==> src/rtl/state_pkg.sv <==
// -----------------------------------------------------------------------------
// state_pkg
//   Shared types for the player controller.
//   State     : walk-animation state driven onto the sprite renderer.
//   JumpPhase : vertical jump FSM phase (GROUND -> RISE -> FALL -> GROUND).
//   POS_W     : width of the sprite position outputs.
//   Helpers   : classify a State as left- or right-facing walk.
// -----------------------------------------------------------------------------
package state_pkg;

  localparam int POS_W = 12;

  typedef enum logic [2:0] {
    IDLE   = 3'd0,
    RIGHT1 = 3'd1,
    RIGHT2 = 3'd2,
    LEFT1  = 3'd3,
    LEFT2  = 3'd4
  } State;

  typedef enum logic [1:0] {
    GROUND = 2'd0,
    RISE   = 2'd1,
    FALL   = 2'd2
  } JumpPhase;

  function automatic logic is_right_state(input State s);
    return (s == RIGHT1) || (s == RIGHT2);
  endfunction

  function automatic logic is_left_state(input State s);
    return (s == LEFT1) || (s == LEFT2);
  endfunction

endpackage

==> src/rtl/btn_sync.sv <==
// -----------------------------------------------------------------------------
// btn_sync
//   Two-flop synchronizer bringing an asynchronous button into the clk domain.
//   Ports:
//     clk : clock
//     rst : asynchronous active-low reset (clears both flops)
//     d   : asynchronous input
//     q   : synchronized output (two clk cycles of latency)
// -----------------------------------------------------------------------------
module btn_sync (
  input  logic clk,
  input  logic rst,
  input  logic d,
  output logic q
);

  logic meta_q;
  logic sync_q;

  always_ff @(posedge clk or negedge rst) begin
    if (!rst) begin
      meta_q <= 1'b0;
      sync_q <= 1'b0;
    end else begin
      meta_q <= d;
      sync_q <= meta_q;
    end
  end

  assign q = sync_q;

endmodule

==> src/rtl/player_ctl_1.sv <==
// -----------------------------------------------------------------------------
// player_ctl_1
//   Frame-rate player controller: horizontal walk with clamping and a two-phase
//   walk animation, plus a vertical jump arc. Everything advances once per frame
//   on the rising edge of vsync; outputs are held between frames.
//
//   Ports:
//     clk          : single clock
//     rst          : asynchronous active-low reset
//     vsync        : VGA vsync (clk domain); rising edge is the frame tick
//     btn_left     : asynchronous walk-left button, active high
//     btn_right    : asynchronous walk-right button, active high
//     btn_jump     : asynchronous jump button, active high
//     xpos_player1 : sprite x offset
//     ypos_player1 : sprite y offset (smaller value = higher on screen)
//     state        : walk-animation state (IDLE/RIGHT1/RIGHT2/LEFT1/LEFT2)
//     jump_phase   : jump FSM state, exposed for observation
//
//   Handshake: there is none; vsync is a free-running level from the timing
//   chain and the buttons are plain levels, so no valid/ready pairs exist.
// -----------------------------------------------------------------------------
module player_ctl_1
  import state_pkg::*;
#(
  parameter int X_START     = 380,
  parameter int X_MAX       = 760,
  parameter int X_STEP      = 4,
  parameter int Y_GROUND    = 100,
  parameter int JUMP_HEIGHT = 64,
  parameter int JUMP_STEP   = 4,
  parameter int ANIM_FRAMES = 8
) (
  input  logic             clk,
  input  logic             rst,
  input  logic             vsync,
  input  logic             btn_left,
  input  logic             btn_right,
  input  logic             btn_jump,
  output logic [POS_W-1:0] xpos_player1,
  output logic [POS_W-1:0] ypos_player1,
  output State             state,
  output JumpPhase         jump_phase
);

  localparam int CNT_W = (ANIM_FRAMES > 1) ? $clog2(ANIM_FRAMES) : 1;

  localparam logic [POS_W-1:0] X_START_P   = POS_W'(X_START);
  localparam logic [POS_W-1:0] X_MAX_P     = POS_W'(X_MAX);
  localparam logic [POS_W-1:0] X_STEP_P    = POS_W'(X_STEP);
  localparam logic [POS_W-1:0] Y_GROUND_P  = POS_W'(Y_GROUND);
  localparam logic [POS_W-1:0] Y_TOP_P     = POS_W'(Y_GROUND - JUMP_HEIGHT);
  localparam logic [POS_W-1:0] JUMP_STEP_P = POS_W'(JUMP_STEP);
  localparam logic [CNT_W-1:0] CNT_LAST    = CNT_W'(ANIM_FRAMES - 1);

  // ---------------------------------------------------------------------------
  // Button synchronizers
  // ---------------------------------------------------------------------------
  logic left_s;
  logic right_s;
  logic jump_s;

  btn_sync u_sync_left  (.clk(clk), .rst(rst), .d(btn_left),  .q(left_s));
  btn_sync u_sync_right (.clk(clk), .rst(rst), .d(btn_right), .q(right_s));
  btn_sync u_sync_jump  (.clk(clk), .rst(rst), .d(btn_jump),  .q(jump_s));

  // ---------------------------------------------------------------------------
  // Registers
  // ---------------------------------------------------------------------------
  logic             vsync_q;
  logic             armed_q;      // low only for the first cycle after reset
  logic             jump_prev_q;  // synchronized jump as seen at the last tick
  logic [POS_W-1:0] xpos_q,  xpos_d;
  logic [POS_W-1:0] ypos_q,  ypos_d;
  State             state_q, state_d;
  JumpPhase         jump_q,  jump_d;
  logic [CNT_W-1:0] cnt_q,   cnt_d;
  logic             phase_q, phase_d;
  logic             jump_prev_d;

  // The armed flag blocks a tick on the very first cycle after reset release:
  // vsync_q was forced low by reset, so a vsync that was already high would
  // otherwise look like a fresh rising edge.
  logic tick;
  assign tick = vsync & ~vsync_q & armed_q;

  logic walk_r;
  logic walk_l;
  assign walk_r = right_s & ~left_s;
  assign walk_l = left_s & ~right_s;

  // ---------------------------------------------------------------------------
  // Next-state logic (horizontal, animation and jump FSM)
  // ---------------------------------------------------------------------------
  logic             reversal;
  logic [CNT_W-1:0] eff_cnt;
  logic             eff_phase;
  logic [POS_W:0]   x_sum;
  logic [POS_W:0]   y_sum;

  always_comb begin
    xpos_d      = xpos_q;
    ypos_d      = ypos_q;
    state_d     = state_q;
    jump_d      = jump_q;
    cnt_d       = cnt_q;
    phase_d     = phase_q;
    jump_prev_d = jump_prev_q;
    reversal    = 1'b0;
    eff_cnt     = cnt_q;
    eff_phase   = phase_q;
    // One spare bit so that the right clamp and landing tests cannot wrap.
    x_sum       = {1'b0, xpos_q} + {1'b0, X_STEP_P};
    y_sum       = {1'b0, ypos_q} + {1'b0, JUMP_STEP_P};

    if (tick) begin
      jump_prev_d = jump_s;

      // ---- walk and animation ----
      if (walk_r || walk_l) begin
        // A reversal restarts the animation exactly as if walking from IDLE.
        reversal  = walk_r ? is_left_state(state_q) : is_right_state(state_q);
        eff_cnt   = reversal ? '0   : cnt_q;
        eff_phase = reversal ? 1'b0 : phase_q;

        // The displayed phase is the one in force before this tick's advance,
        // so the first ANIM_FRAMES walking ticks all show phase 0.
        if (walk_r) state_d = eff_phase ? RIGHT2 : RIGHT1;
        else        state_d = eff_phase ? LEFT2  : LEFT1;

        if (eff_cnt == CNT_LAST) begin
          cnt_d   = '0;
          phase_d = ~eff_phase;
        end else begin
          cnt_d   = eff_cnt + 1'b1;
          phase_d = eff_phase;
        end

        if (walk_r) begin
          xpos_d = (x_sum >= {1'b0, X_MAX_P}) ? X_MAX_P : x_sum[POS_W-1:0];
        end else begin
          xpos_d = (xpos_q < X_STEP_P) ? '0 : xpos_q - X_STEP_P;
        end
      end else begin
        state_d = IDLE;
        cnt_d   = '0;
        phase_d = 1'b0;
      end

      // ---- jump FSM ----
      unique case (jump_q)
        GROUND: begin
          // Launch tick only changes phase; the first rise step is next tick.
          if (jump_s && !jump_prev_q) jump_d = RISE;
        end
        RISE: begin
          if (ypos_q <= Y_TOP_P + JUMP_STEP_P) begin
            ypos_d = Y_TOP_P;
            jump_d = FALL;
          end else begin
            ypos_d = ypos_q - JUMP_STEP_P;
          end
        end
        FALL: begin
          if (y_sum >= {1'b0, Y_GROUND_P}) begin
            ypos_d = Y_GROUND_P;
            jump_d = GROUND;
          end else begin
            ypos_d = y_sum[POS_W-1:0];
          end
        end
        default: begin
          jump_d = GROUND;
          ypos_d = Y_GROUND_P;
        end
      endcase
    end
  end

  // ---------------------------------------------------------------------------
  // State registers
  // ---------------------------------------------------------------------------
  always_ff @(posedge clk or negedge rst) begin
    if (!rst) begin
      vsync_q     <= 1'b0;
      armed_q     <= 1'b0;
      jump_prev_q <= 1'b0;
      xpos_q      <= X_START_P;
      ypos_q      <= Y_GROUND_P;
      state_q     <= IDLE;
      jump_q      <= GROUND;
      cnt_q       <= '0;
      phase_q     <= 1'b0;
    end else begin
      vsync_q     <= vsync;
      armed_q     <= 1'b1;
      jump_prev_q <= jump_prev_d;
      xpos_q      <= xpos_d;
      ypos_q      <= ypos_d;
      state_q     <= state_d;
      jump_q      <= jump_d;
      cnt_q       <= cnt_d;
      phase_q     <= phase_d;
    end
  end

  assign xpos_player1 = xpos_q;
  assign ypos_player1 = ypos_q;
  assign state        = state_q;
  assign jump_phase   = jump_q;

endmodule

==> config.mk <==
export PLATFORM = sky130hd
export DESIGN_NAME = player_ctl_1
export DESIGN_NICKNAME = d
export VERILOG_FILES = /design/src/rtl/state_pkg.sv /design/src/rtl/btn_sync.sv /design/src/rtl/player_ctl_1.sv
export SDC_FILE = /design/constraint.sdc
export NUM_CORES = 1
export LEC_CHECK = 0
export ABC_AREA = 1
export CAP_MARGIN = 30
export CELL_PAD_IN_SITES_DETAIL_PLACEMENT = 1
export CELL_PAD_IN_SITES_GLOBAL_PLACEMENT = 2
export CORE_MARGIN = 2
export CORE_UTILIZATION = 31
export CTS_BUF_LIST = sky130_fd_sc_hd__clkbuf_16
export DETAILED_ROUTE_END_ITERATION = 7
export GPL_TIMING_DRIVEN = 0
export PLACE_DENSITY = 0.83
export RECOVER_POWER = 50
export SYNTH_ARGS = -nofsm -noshare
export SYNTH_HDL_FRONTEND = slang
export SYNTH_HIERARCHICAL = 1
export SYNTH_SLANG_ARGS = --single-unit
==> constraint.sdc <==
create_clock -name clk -period 2.3 [get_ports clk]
set_input_delay 0.46 -clock clk [delete_from_list [all_inputs] [get_ports clk]]
set_output_delay 0.46 -clock clk [all_outputs]
set_load 0.01 [all_outputs]
==> results.toml <==
[setup_path]
critPathMaxFanout = 7
cp.required_ns = 2.47
start_kind = "flip-flop"
critPathArrivalTime_ns = 2.32
crit_path_end_kind = "flip-flop"
setup.worst_path.class = "reg2reg"

[synth]
syn_area_per_cell_um2 = 7.086
synth.distinct_cells = 31
ys_seq_area_frac = 0.3518
syn-instance-count = 386
syn_area_um2 = 2735
ys_seq_elements = 38
synth_warnings = 6

[timing]
fin_ws_ns = 0.1584
final-hold-violation-count = 0
hold_ws_ns = 0.2913
fin_crit_sh = 0.9311
final.min_clock_period_ns = 2.142
finClkSkew_ns = 0.004803
fmax_ghz = 0.4669
setup_viol = 0
setup_tns_ns = 0
slew_headroom = 0.4242
rsz0062_at_grt = "no"
slew_violations = 0
worst_pin_slew_ns = 0.8638

[place]
dp.cells = 527
io_buffers = 30
dpl.hpwl_mm = 5.801
finalWeightedCongestion = 0.8144
placed_cell_area_um2 = 3177
dp_slack_ns = -0.2032

[die]
ioPinCount = 35
die-area_um2 = 9590
core_um2 = 8636
start_util = 0.3167
dieHeight_um = 97.93
die_w_um = 97.93
rows = 34

[grt]
grt_util_all_layers = 0.1661
grt_pass1_wl_mm = 12.99
grt-ovfl-total = 0
grt_pass1_vias = 2625
antenna_found_initial = 0
grt_max_degree = 39

[finish]
instances_no_fill = 538
drive_gt1_frac = 0.1209
synthToLayoutAreaGrowth_pct = 24.15
nets = 448
finish.utilization = 0.3932
diodes = 0
fin_area_um2 = 3396

[drt]
via_count = 2606
drtIter0Drc = 49
wl_mm = 7.645
first_pass_iters = 4
drc = 0
wl_per_cell_um = 14.21
vias_per_cell = 4.844
antenna_left = 0

[hold_path]
hold_class = "in2async"

[clock_network]
numCtsBuffers = 5
clock_sinks = 38
clkSlewWorstSetupHoldPaths_ns = 0.06
insertion_delay_ns = 0.28
cts_root_buf = "clkbuf_16"
cts_tree = "built"
cts_buffer_depth = 2
ctsHtreeMaxLevel = 2

[power_and_ir_drop]
finalPower_mw = 4.062
ir_worst_vdd_mv = 0.4346
p_per_area_nw_per_um2 = 1196
p_leak_nw = 1.676

[run]
drv_cap = 0

[status]
status = "completed"
## cells in the final DEF, fill, tap and decap left out, types with 2 or more instances in the layout
master and count:
nand2_1 95, xnor2_1 2, a21oi_1 19, clkbuf_16 5, nand4_1 9, ha_1 11, o21ai_0 17, conb_1 5
clkdlybuf4s50_1 23, a22oi_1 3, nor2_4 5, buf_2 4, inv_1 61, xor2_1 13, nor2_1 35, nor2_2 3
dlygate4sd3_1 6, nand3b_1 2, nand3_1 32, dfrtp_1 29, nand2_2 4, o22ai_1 9, dfstp_2 9, buf_4 10
nor3_1 4
## cells in the mapped netlist, drive strengths merged
| library cell | n | area share |
|---|---|---|
| a21oi | 20 | 0.037 |
| a22oi | 3 | 0.0082 |
| buf | 11 | 0.027 |
| clkbuf | 1 | 0.0014 |
| conb | 2 | 0.0027 |
| dfrtp | 29 | 0.27 |
| dfstp | 9 | 0.086 |
| ha | 13 | 0.059 |
| inv | 61 | 0.084 |
| nand2 | 100 | 0.14 |
| nand3 | 34 | 0.069 |
| nand3b | 2 | 0.0055 |
| nand4 | 9 | 0.021 |
| nor2 | 43 | 0.073 |
| nor3 | 4 | 0.0073 |
| o21ai | 18 | 0.034 |
| o22ai | 9 | 0.021 |
| o31ai | 1 | 0.0027 |
| o32ai | 1 | 0.0032 |
| or2 | 1 | 0.0023 |
| xnor2 | 2 | 0.0064 |
| xor2 | 13 | 0.042 |
## registers in the layout, summed over array words and instances (netlist names)
| signal | flops |
|---|---|
| u_sync_left/meta_q | 1 |
| cnt_q | 3 |
| phase_q | 1 |
| xpos_player1 | 10 |
| jump_phase | 2 |
| jump_prev_q | 1 |
| u_sync_jump/q | 1 |
| state | 3 |
| u_sync_left/q | 1 |
| armed_q | 1 |
| u_sync_right/q | 1 |
| ypos_player1 | 10 |
| u_sync_right/meta_q | 1 |
| vsync_q | 1 |
| u_sync_jump/meta_q | 1 |
## report_power, final
part	total, mW	switching, mW	internal (mW)
clock network	0.771	0.267	0.504
registers	1.15	0.261	0.892
logic	2.14	1.27	0.866
total	4.06	1.80	2.26
## logic make-up after synthesis
group,share of synthesized area
xor+xnor,0.04803
compound gates,0.1057
buf+inv,0.1116
simple gates,0.3207
flops,0.3518
other cells,0.002746
fa+ha+maj,0.05947
## final timing paths
kind | slack [ns] | cells after the start | to | startpoint
min in group clk | 0.35 | 0 | u_sync_left/q | u_sync_left/meta_q
worst max-delay path | 0.16 | 15 | xpos_player1[7] | xpos_player1[2]
worst min-delay path | 0.29 | 1 | armed_q | rst
worst max register to register | 0.16 | 15 | xpos_player1[7] | xpos_player1[2]
worst min register to register | 0.35 | 0 | u_sync_left/q | u_sync_left/meta_q
max in group asynchronous | 1.46 | 1 | ypos_player1[4] | rst
## routing by layer
layer / global-route usage / vias to the layer above / part of all wire
met2: 0.2950 / 25 / 0.51
li1: - / 1310 / -
met4: 0.04915 / 0 / 0.016
met3: 0.01933 / 9 / 0.016
met5: 0 / - / 0
met1: 0.2119 / 1262 / 0.45
## final cells by class
cell class	instances	area (µm²)
Buffer	12	83.83
Clock buffer	5	125.1
Clock inverter	3	37.54
Fill cell	1102	5240
Inverter	61	229.0
Multi-Input combinational cell	278	1505
Sequential cell	38	962.2
Tap cell	108	135.1
Timing Repair Buffer	33	317.8
## repair_timing
| item | CTS | global route |
|---|---|---|
| gates resized for setup | 0 | 11 |
| endpoints found under the setup margin | 0 | 22 |
| hold buffers | 0 | 0 |
| buffers inserted | 0 | 3 |
## worst max-delay path, cell delays in order, from the launching register on
cell and delay, ns:
dfstp_2 0.63, buf_4 0.15, inv_1 0.06, ha_1 0.33, nor2_1 0.12, nor2_1 0.06
nand2_1 0.07, nor2_1 0.04, nand2_1 0.05, nand2_1 0.05, nand2_1 0.07, nand2_1 0.07
nand2_2 0.14, nand3_1 0.09, nand2_1 0.07, inv_1 0.03
Note: power is estimated with default switching activity, not from simulation.
